[config.mk]
export PLATFORM = sky130hd
export DESIGN_NAME = excp_ctrl
export DESIGN_NICKNAME = d
export VERILOG_FILES = /design/src/rtl/excp_ctrl_pkg.sv /design/src/rtl/excp_ctrl_prio_enc.sv /design/src/rtl/excp_ctrl.sv
export SDC_FILE = /design/constraint.sdc
export NUM_CORES = 1
export LEC_CHECK = 0
export CAP_MARGIN = 30
export CORE_AREA = 2 2 131 133
export CTS_CLUSTER_DIAMETER = 30
export DETAILED_ROUTE_END_ITERATION = 10
export DIE_AREA = 0 0 133 135
export GPL_TIMING_DRIVEN = 0
export HOLD_SLACK_MARGIN = 0.15
export PLACE_DENSITY = 0.78
export SYNTH_ARGS = -nofsm -noshare
export SYNTH_HDL_FRONTEND = slang
export SYNTH_SLANG_ARGS = --single-unit
[constraint.sdc]
create_clock -name clk -period 13.75 [get_ports clk]
set_clock_uncertainty 0.05 [all_clocks]
set_input_delay 4.125 -clock clk [delete_from_list [all_inputs] [get_ports clk]]
set_output_delay 4.125 -clock clk [all_outputs]
set_load 0.02 [all_outputs]
[src/rtl/excp_ctrl_pkg.sv]
// Shared constants, state encoding and cause classification for the
// machine-mode trap/return sequencer.
package excp_ctrl_pkg;

  localparam int DEFAULT_XLEN = 32;

  localparam logic [3:0] EXCP_CAUSE_INSTR_MISALIGN = 4'd0;
  localparam logic [3:0] EXCP_CAUSE_ILLEGAL        = 4'd2;
  localparam logic [3:0] EXCP_CAUSE_BREAKPOINT     = 4'd3;
  localparam logic [3:0] EXCP_CAUSE_LOAD_MISALIGN  = 4'd4;
  localparam logic [3:0] EXCP_CAUSE_STORE_MISALIGN = 4'd6;
  localparam logic [3:0] EXCP_CAUSE_ECALL_M        = 4'd11;

  localparam int EXCP_NUM_FLAGS            = 6;
  localparam int EXCP_FLAG_INSTR_MISALIGN  = 0;
  localparam int EXCP_FLAG_ILLEGAL         = 1;
  localparam int EXCP_FLAG_EBREAK          = 2;
  localparam int EXCP_FLAG_ECALL           = 3;
  localparam int EXCP_FLAG_LOAD_MISALIGN   = 4;
  localparam int EXCP_FLAG_STORE_MISALIGN  = 5;

  typedef enum logic [1:0] {
    EXCP_ST_IDLE  = 2'd0,
    EXCP_ST_TRAP  = 2'd1,
    EXCP_ST_REDIR = 2'd2,
    EXCP_ST_RET   = 2'd3
  } excp_state_e;

  typedef enum logic [1:0] {
    TVAL_ZERO    = 2'd0,
    TVAL_BADADDR = 2'd1,
    TVAL_INST    = 2'd2
  } excp_tval_src_e;

  typedef struct packed {
    logic [3:0]     code;
    excp_tval_src_e tval_src;
  } excp_cause_t;

  // Lowest flag index has highest priority; an empty flag set yields cause 0 / zero tval.
  function automatic excp_cause_t excp_classify(input logic [EXCP_NUM_FLAGS-1:0] flags);
    excp_cause_t r;
    r.code     = EXCP_CAUSE_INSTR_MISALIGN;
    r.tval_src = TVAL_ZERO;
    if (flags[EXCP_FLAG_INSTR_MISALIGN]) begin
      r.code     = EXCP_CAUSE_INSTR_MISALIGN;
      r.tval_src = TVAL_BADADDR;
    end else if (flags[EXCP_FLAG_ILLEGAL]) begin
      r.code     = EXCP_CAUSE_ILLEGAL;
      r.tval_src = TVAL_INST;
    end else if (flags[EXCP_FLAG_EBREAK]) begin
      r.code     = EXCP_CAUSE_BREAKPOINT;
      r.tval_src = TVAL_ZERO;
    end else if (flags[EXCP_FLAG_ECALL]) begin
      r.code     = EXCP_CAUSE_ECALL_M;
      r.tval_src = TVAL_ZERO;
    end else if (flags[EXCP_FLAG_LOAD_MISALIGN]) begin
      r.code     = EXCP_CAUSE_LOAD_MISALIGN;
      r.tval_src = TVAL_BADADDR;
    end else if (flags[EXCP_FLAG_STORE_MISALIGN]) begin
      r.code     = EXCP_CAUSE_STORE_MISALIGN;
      r.tval_src = TVAL_BADADDR;
    end
    return r;
  endfunction

endpackage

[src/rtl/excp_ctrl_prio_enc.sv]
// Combinational priority encoder from WB exception flags to the
// {mcause, mtval} pair written on trap entry.
module excp_prio_enc
  import excp_ctrl_pkg::*;
#(
  parameter int XLEN = DEFAULT_XLEN
) (
  input  logic [EXCP_NUM_FLAGS-1:0] wb_excp_i,
  input  logic [31:0]               wb_inst_i,
  input  logic [XLEN-1:0]           wb_badaddr_i,
  output logic [XLEN-1:0]           cause_o,
  output logic [XLEN-1:0]           tval_o
);

  excp_cause_t cls;

  always_comb begin
    cls     = excp_classify(wb_excp_i);
    cause_o = XLEN'(cls.code);
    tval_o  = '0;
    case (cls.tval_src)
      TVAL_BADADDR: tval_o = wb_badaddr_i;
      TVAL_INST:    tval_o = XLEN'(wb_inst_i);
      default:      tval_o = '0;
    endcase
  end

endmodule

[src/rtl/excp_ctrl.sv]
// Trap and MRET sequencer: writes mcause/mtval/mepc on a WB exception,
// then holds a redirect request to fetch while the pipeline is flushed.
module excp_ctrl
  import excp_ctrl_pkg::*;
#(
  parameter int              XLEN   = DEFAULT_XLEN,
  parameter logic [XLEN-1:0] RST_PC = '0
) (
  input  logic                      clk,
  input  logic                      rst,
  input  logic                      wb_valid_i,
  input  logic [XLEN-1:0]           wb_pc_i,
  input  logic [31:0]               wb_inst_i,
  input  logic [EXCP_NUM_FLAGS-1:0] wb_excp_i,
  input  logic [XLEN-1:0]           wb_badaddr_i,
  input  logic                      wb_mret_i,
  output logic                      wb_csr_kill_o,
  output logic                      mcause_wen_o,
  output logic [XLEN-1:0]           mcause_wdata_o,
  output logic                      mtval_wen_o,
  output logic [XLEN-1:0]           mtval_wdata_o,
  output logic                      mepc_wen_o,
  output logic [XLEN-1:0]           mepc_wdata_o,
  input  logic [XLEN-1:0]           mtvec_rdata_i,
  input  logic [XLEN-1:0]           mepc_rdata_i,
  output logic                      flush_o,
  output logic                      redirect_valid_o,
  output logic [XLEN-1:0]           redirect_pc_o,
  input  logic                      redirect_ready_i,
  output logic [31:0]               trap_cnt_o
);

  localparam logic [XLEN-1:0] ALIGN_MASK = {{(XLEN-2){1'b1}}, 2'b00};

  excp_state_e     state;
  logic [XLEN-1:0] enc_cause;
  logic [XLEN-1:0] enc_tval;
  logic            take_trap;
  logic            take_ret;

  excp_prio_enc #(
    .XLEN (XLEN)
  ) u_prio_enc (
    .wb_excp_i    (wb_excp_i),
    .wb_inst_i    (wb_inst_i),
    .wb_badaddr_i (wb_badaddr_i),
    .cause_o      (enc_cause),
    .tval_o       (enc_tval)
  );

  // An exception always beats a simultaneous MRET.
  assign take_trap     = (state == EXCP_ST_IDLE) && wb_valid_i && (|wb_excp_i);
  assign take_ret      = (state == EXCP_ST_IDLE) && wb_valid_i && !(|wb_excp_i) && wb_mret_i;
  assign wb_csr_kill_o = take_trap;

  always_ff @(posedge clk or posedge rst) begin
    if (rst) begin
      state            <= EXCP_ST_IDLE;
      mcause_wen_o     <= 1'b0;
      mtval_wen_o      <= 1'b0;
      mepc_wen_o       <= 1'b0;
      mcause_wdata_o   <= '0;
      mtval_wdata_o    <= '0;
      mepc_wdata_o     <= '0;
      flush_o          <= 1'b0;
      redirect_valid_o <= 1'b0;
      redirect_pc_o    <= RST_PC;
      trap_cnt_o       <= '0;
    end else begin
      mcause_wen_o <= 1'b0;
      mtval_wen_o  <= 1'b0;
      mepc_wen_o   <= 1'b0;
      case (state)
        EXCP_ST_IDLE: begin
          if (take_trap) begin
            state          <= EXCP_ST_TRAP;
            mcause_wen_o   <= 1'b1;
            mtval_wen_o    <= 1'b1;
            mepc_wen_o     <= 1'b1;
            mcause_wdata_o <= enc_cause;
            mtval_wdata_o  <= enc_tval;
            mepc_wdata_o   <= wb_pc_i & ALIGN_MASK;
            flush_o        <= 1'b1;
          end else if (take_ret) begin
            state            <= EXCP_ST_RET;
            flush_o          <= 1'b1;
            redirect_valid_o <= 1'b1;
            redirect_pc_o    <= mepc_rdata_i & ALIGN_MASK;
          end
        end
        // mtvec is sampled here so a CSR write landing this edge is not seen; direct mode only.
        EXCP_ST_TRAP: begin
          state            <= EXCP_ST_REDIR;
          trap_cnt_o       <= trap_cnt_o + 32'd1;
          redirect_valid_o <= 1'b1;
          redirect_pc_o    <= mtvec_rdata_i & ALIGN_MASK;
        end
        EXCP_ST_REDIR, EXCP_ST_RET: begin
          if (redirect_ready_i) begin
            state            <= EXCP_ST_IDLE;
            flush_o          <= 1'b0;
            redirect_valid_o <= 1'b0;
          end
        end
        default: begin
          state            <= EXCP_ST_IDLE;
          flush_o          <= 1'b0;
          redirect_valid_o <= 1'b0;
        end
      endcase
    end
  end

endmodule

==> qor.yml, run 1 <==
dieArea_mm2: 0.0180
dr_wl_met2_um: 9150
endpoint_kind: "output port"
antenna_found_initial: 0
slew_viol_final: 0
grt_max_degree: 73
r2r-start: "state[1]"
area.growth.synth_to_final_pct: 64.1
fp.dieH_um: 135
hold_violations: 0
power_frac_seq_pct: 31.9
hold_end: "mtval_wdata_o[15]"
max_freq_ghz: 0.0879
synth-main-ff-cell: "dfrtp_1"
r2r-end: "redirect_pc_o[26]"
worstMarginPinSlew_ns: 0.865
routed_wl_um: 18500
place_hpwl_um: 14100
r2r_slack_ns: 11.34
reg2regPathDepth: 5
required_ns: 9.57
critical_path.max_stage_delay_ns: 0.61
synth_top_area_cell: "dfrtp_1"
cts_buffers: 17
io_buffers: 298
vias: 5532
yosysUniqueCellTypes: 39
period_minus_slack_ns: 11.37
drive_gt1_share_pct: 15.1
drc_errors: 0
hold_buffers: 0
yosys-top-cells-count: "nand2_1 (139), dfrtp_1 (133), mux2_2 (59), buf_4 (34), o31ai_1 (33)"
crit_top_cell: "clkdlybuf4s50_1"
initial_core_util_pct: 37.9
timing.final.crit_share_pct: 82.7
p_comb_share_pct: 45.4
clock_path_buffers: 2
path_max_fanout: 10
drt_iter0_markers: 292
grt_pass1_wl_um: 29000
min_path_type: "flop to flop"
arrival_ns: 7.20
cp_cell_sequence: "clkdlybuf4s50_1, or4_1, o311ai_1, clkbuf_1, buf_2, inv_1, clkdlybuf4s50_1"
cts_tree: "yes"
clk_pin_slew_ns: 0.06
wl_per_cell_um: 15.9
synth_seq_area_share_pct: 53.5
clk_latency_ns: 0.40
synth_edf_count: 0
yosysMostFrequentCell: "nand2_1"
clock-sinks: 133
final_antenna_net_count: 0
cts-root-buf: "clkbuf_16"
synth.top_cell.area_share_pct: 53.5
slew_headroom_pct: 41.8
switching_power_w: 0.000692
yosysWarnings: 0
outcome: "finished, final reports clean"
io_pins: 337
fp.coreArea_mm2: 0.0164
setup-tns-final_ns: 0
diodes: 0
grt_pass1_vias: 5565
grt.overflow.total: 0
hold_depth: 2
met1_length_um: 7150
finalWeightedCongestion: 0.785
post_cts_buffers: 0
placementRows: 47
track_usage_pct: 20.6
setup_viol: 0
mappedNetlistArea_mm2: 0.00622
die_w_um: 133
setup_slack_ns: 2.38
crit_type: "primary input to output port"
avgSynthCellArea_um2: 10.8
via_per_inst: 4.78
internal_power_w: 0.00125
start_kind: "primary input"
routed.top_layer: "met4"
ir_drop_mv: 0.100
final_nets: 1101
preCtsSetupSlack_ns: 2.35
final_util_pct: 62.3
rsz0062_at_grt: "false"
powerDensity_mw_per_mm2: 190
syn_inst: 576
maxCapViolations: 0
crit_slowest_cell: "or4_1"
min_from: "mtval_wdata_o[15]"
h-tree-depth: 4
cts_resized: 0
clkPwrFrac_pct: 22.8
first_pass_iters: 4
swShare_pct: 35.7
met3_length_um: 1610
synth_area_leaders: "dfrtp_1 (53%), mux2_2 (11%), nand2_1 (8.4%), buf_4 (4.1%), o31ai_1 (4.0%)"
p_leak_nw: 4.45
async_flop_share_pct: 100
ys_seq_elements: 133
-- cell families after synthesis --
kind of cell               after synthesis  share of synthesized area, %
buffers and inverters                   71                          6.86
AOI/OAI and AO/OA                       77                          9.41
other                                    1                        0.0603
DFF                                    133                          53.5
muxes                                   61                          11.0
xor gates and xnor gates                31                          4.36
adders and majority gates                3                         0.603
and+or+nand+nor                        199                          14.2
-- metrics by stage --
step,std cells,power [W],hold slack [ns],instance area (um2)
floorplan,607,0.00108,0.495,6340
global placement,1125,0.00149,0.407,9600
detailed placement,1128,0.00151,0.411,9640
CTS,1158,0.00196,0.427,10200
global route,1158,0.00204,0.440,10200
finish,1158,0.00194,0.423,10200
-- worst max-delay path, delay by kind of cell --
kind	cells	cell delay [ns]
AOI/OAI and AO/OA	1	0.54
buffers and inverters	5	1.92
and+or+nand+nor	1	0.61
-- flip-flops by register name, summed over array words and instances, names as in the netlist --
| register | cells |
|---|---|
| mepc_wdata_o | 30 |
| state | 2 |
| flush_o | 1 |
| trap_cnt_o | 32 |
| mepc_wen_o | 1 |
| mtval_wdata_o | 32 |
| redirect_pc_o | 30 |
| redirect_valid_o | 1 |
| mcause_wdata_o | 4 |
-- power groups by stage --
stage	sequential [W]	clock (W)	combinational, W
final	0.000618	0.000441	0.000880
after global routing	0.000637	0.000467	0.000939
after CTS	0.000618	0.000452	0.000890
after detailed placement	0.000623	0	0.000887
after global placement	0.000617	0	0.000874
after floorplan	0.000788	0	0.000288
-- how the worst max path moves through the flow --
stage,startpoint,to,slack [ns],cells past startpoint
4_1_cts,wb_excp_i[0],wb_csr_kill_o,2.34,7
3_5_place_dp,wb_excp_i[0],wb_csr_kill_o,2.35,7
5_1_grt,wb_excp_i[0],wb_csr_kill_o,2.12,7
2_1_floorplan,wb_excp_i[1],wb_csr_kill_o,3.91,5
6_report,wb_excp_i[0],wb_csr_kill_o,2.38,7
3_3_place_gp,wb_excp_i[0],wb_csr_kill_o,2.40,7
-- per-layer routing --
layer  global-route usage [%]  up-vias
li1                         -     2639
met4                     8.30        0
met2                     35.2      234
met5                        0        -
met1                     23.5     2621
met3                     7.62       38
-- cells in the final DEF, fill, tap and decap left out, drive strengths merged, types with 2 or more instances in the layout --
cell           Yosys  layout
nand2b             2       2
o31ai             33      33
buf               45      48
clkinv             0       5
o21ai              4       4
nor3               4       4
or4                2       2
mux2              61      61
clkdlybuf4s50      0     298
nand3             13      13
inv                7       7
a22oi             32      32
and4               3       3
ha                 3       3
nor4               6       6
clkinvlp           0       2
nand2            139     139
conb               1      32
xor2               7       7
bufinv             0       2
clkbuf            19      40
and3               6       6
dfrtp            133     133
xnor2             24      24
nor2               7       7
nand4             12      12
-- final cells by class --
| cell class | instances | area [um2] |
|---|---|---|
| buffer | 64 | 400 |
| clock buffer | 21 | 470 |
| clock inverter | 9 | 104 |
| fill | 1355 | 6190 |
| inverter | 7 | 31.3 |
| multi-input combinational | 403 | 2580 |
| sequential | 133 | 3330 |
| tap | 220 | 275 |
| timing repair buffer | 301 | 3020 |
Power figures use the tool's default switching activity.
==> run 2: changes to the inputs <==
--- a/config.mk
+++ b/config.mk
@@ -6,13 +6,13 @@
 export NUM_CORES = 1
 export LEC_CHECK = 0
 export CAP_MARGIN = 30
-export CORE_AREA = 2 2 131 133
+export CORE_MARGIN = 2
+export CORE_UTILIZATION = 39
 export CTS_CLUSTER_DIAMETER = 30
 export DETAILED_ROUTE_END_ITERATION = 10
-export DIE_AREA = 0 0 133 135
 export GPL_TIMING_DRIVEN = 0
 export HOLD_SLACK_MARGIN = 0.15
-export PLACE_DENSITY = 0.78
+export PLACE_DENSITY = 0.8
 export SYNTH_ARGS = -nofsm -noshare
 export SYNTH_HDL_FRONTEND = slang
 export SYNTH_SLANG_ARGS = --single-unit
==> constraint.sdc (replaced) <==
create_clock -name clk -period 11.03 [get_ports clk]
set_clock_uncertainty 0.05 [all_clocks]
set_input_delay 3.309 -clock clk [delete_from_list [all_inputs] [get_ports clk]]
set_output_delay 3.309 -clock clk [all_outputs]
set_load 0.02 [all_outputs]
==> run 2 against run 1 <==
Global-route usage rose by 0.74 points. Combinational power grew 24%. Die area down 5.4%. Sequential share of layout area stayed put. Critical endpoint unchanged. Largest cell class unchanged.
==> qor.yml, run 2 (synthesis gave the netlist of run 1 again) <==
outcome: "finished, final reports clean"
power_frac_seq_pct: 31.8
vias: 5498
r2r-end: "redirect_pc_o[29]"
reg2regPathDepth: 5
setup-tns-final_ns: 0
clock-sinks: 133
layout_common_cells: "clkdlybuf4s50_1 (298), nand2_1 (139), dfrtp_1 (133), mux2_2 (59), buf_4 (34)"
min_path_type: "flop to flop"
internal_power_w: 0.00156
drive_gt1_share_pct: 15.1
setup_slack_ns: 1.40
busiest_layer: "met2"
slew_headroom_pct: 36.8
routed_wl_um: 18100
worstMarginPinSlew_ns: 0.940
use_met1_pct: 24.7
r2r_slack_ns: 8.61
final_nets: 1101
initial_core_util_pct: 39.6
r2r-start: "state[1]"
via_per_inst: 4.76
crit_type: "primary input to output port"
cts_buffers: 17
antenna_found_initial: 1
period_minus_slack_ns: 9.63
clk_pin_slew_ns: 0.06
timing.final.crit_share_pct: 87.3
place_hpwl_um: 13900
clk_latency_ns: 0.41
start_kind: "primary input"
wl_per_cell_um: 15.6
dieArea_mm2: 0.0170
swShare_pct: 35.5
final_util_pct: 65.0
fp.coreArea_mm2: 0.0157
maxCapViolations: 0
min_from: "mepc_wdata_o[24]"
cp_cell_sequence: "clkdlybuf4s50_1, or4_1, o311ai_1, clkbuf_1, buf_2, inv_1, clkdlybuf4s50_1"
hold_buffers: 0
area.growth.synth_to_final_pct: 64.1
crit_top_cell: "clkdlybuf4s50_1"
cts_tree: "yes"
layout_commonest_cell: "clkdlybuf4s50_1"
placementRows: 46
first_pass_iters: 4
hold_violations: 0
path_max_fanout: 10
met3_usage_pct: 8.12
crit_slowest_cell: "or4_1"
grt_pass1_vias: 5513
critPathLaunch: "wb_excp_i[0]"
drt_iter0_markers: 225
clkPwrFrac_pct: 22.9
cts-root-buf: "clkbuf_16"
clock_path_buffers: 2
grt.overflow.total: 0
arrival_ns: 6.27
grt_max_degree: 83
place_area_mm2: 0.00963
track_usage_pct: 21.4
preCtsSetupSlack_ns: 1.37
ir_drop_mv: 0.147
final_area_mm2: 0.0102
grt_pass1_wl_um: 28000
finalWeightedCongestion: 0.787
required_ns: 7.67
die_w_um: 130
fp.dieH_um: 130
rsz0062_at_grt: "false"
cts_resized: 0
critical_path.max_stage_delay_ns: 0.60
use_met2_pct: 36.9
io_pins: 337
endpoint_kind: "output port"
final_antenna_net_count: 0
io_buffers: 298
crit_path_end: "wb_csr_kill_o"
setup_viol: 0
max_freq_ghz: 0.104
p_leak_nw: 4.45
post_cts_buffers: 0
slew_viol_final: 0
drc_errors: 0
powerDensity_mw_per_mm2: 236
h-tree-depth: 4
switching_power_w: 0.000856
reg_top3: "mtval_wdata_o x32, trap_cnt_o x32"
p_comb_share_pct: 45.3
-- run 2: worst min-delay path by stage --
stage | endpoint | slack [ns] | cells past startpoint
2_1_floorplan | state[0] | 0.50 | 2
6_report | mepc_wdata_o[24] | 0.42 | 2
5_1_grt | redirect_pc_o[20] | 0.44 | 1
4_1_cts | mepc_wdata_o[24] | 0.43 | 2
3_5_place_dp | mepc_wdata_o[24] | 0.41 | 2
3_3_place_gp | mepc_wdata_o[9] | 0.41 | 2
-- run 2: cell type report --
class | count | area (um2)
Sequential cell | 133 | 3330
Timing Repair Buffer | 301 | 3020
Clock inverter | 9 | 103
Fill cell | 1299 | 5500
Antenna cell | 1 | 2.50
Tap cell | 216 | 270
Multi-Input combinational cell | 403 | 2580
Buffer | 64 | 400
Inverter | 7 | 31.3
Clock buffer | 22 | 474
-- run 2: metrics by stage --
step / instances / total power [W] / hold slack (ns)
floorplan: 607 / 0.00134 / 0.495
global placement: 1121 / 0.00186 / 0.407
detailed placement: 1124 / 0.00188 / 0.413
CTS: 1155 / 0.00244 / 0.427
global route: 1155 / 0.00255 / 0.442
finish: 1156 / 0.00241 / 0.421
-- run 2: worst max-delay path: cells and delay by family --
kind / cells / cell delay, ns
AO/OA/AOI/OAI: 1 / 0.49
buffers and inverters: 5 / 1.87
AND/OR/NAND/NOR: 1 / 0.60
-- run 2: routing by layer --
metal	vias up	part of all wire (%)
li1	2652	-
met1	2592	39
met2	229	51
met3	25	8.9
met4	0	1.5
met5	-	0
-- run 2: power groups by stage --
stage	combinational, W	sequential (W)	clock (W)
after floorplan	0.000359	0.000982	0
after global placement	0.00109	0.000768	0
after detailed placement	0.00110	0.000775	0
after CTS	0.00111	0.000770	0.000564
after global routing	0.00117	0.000791	0.000585
final	0.00109	0.000767	0.000552
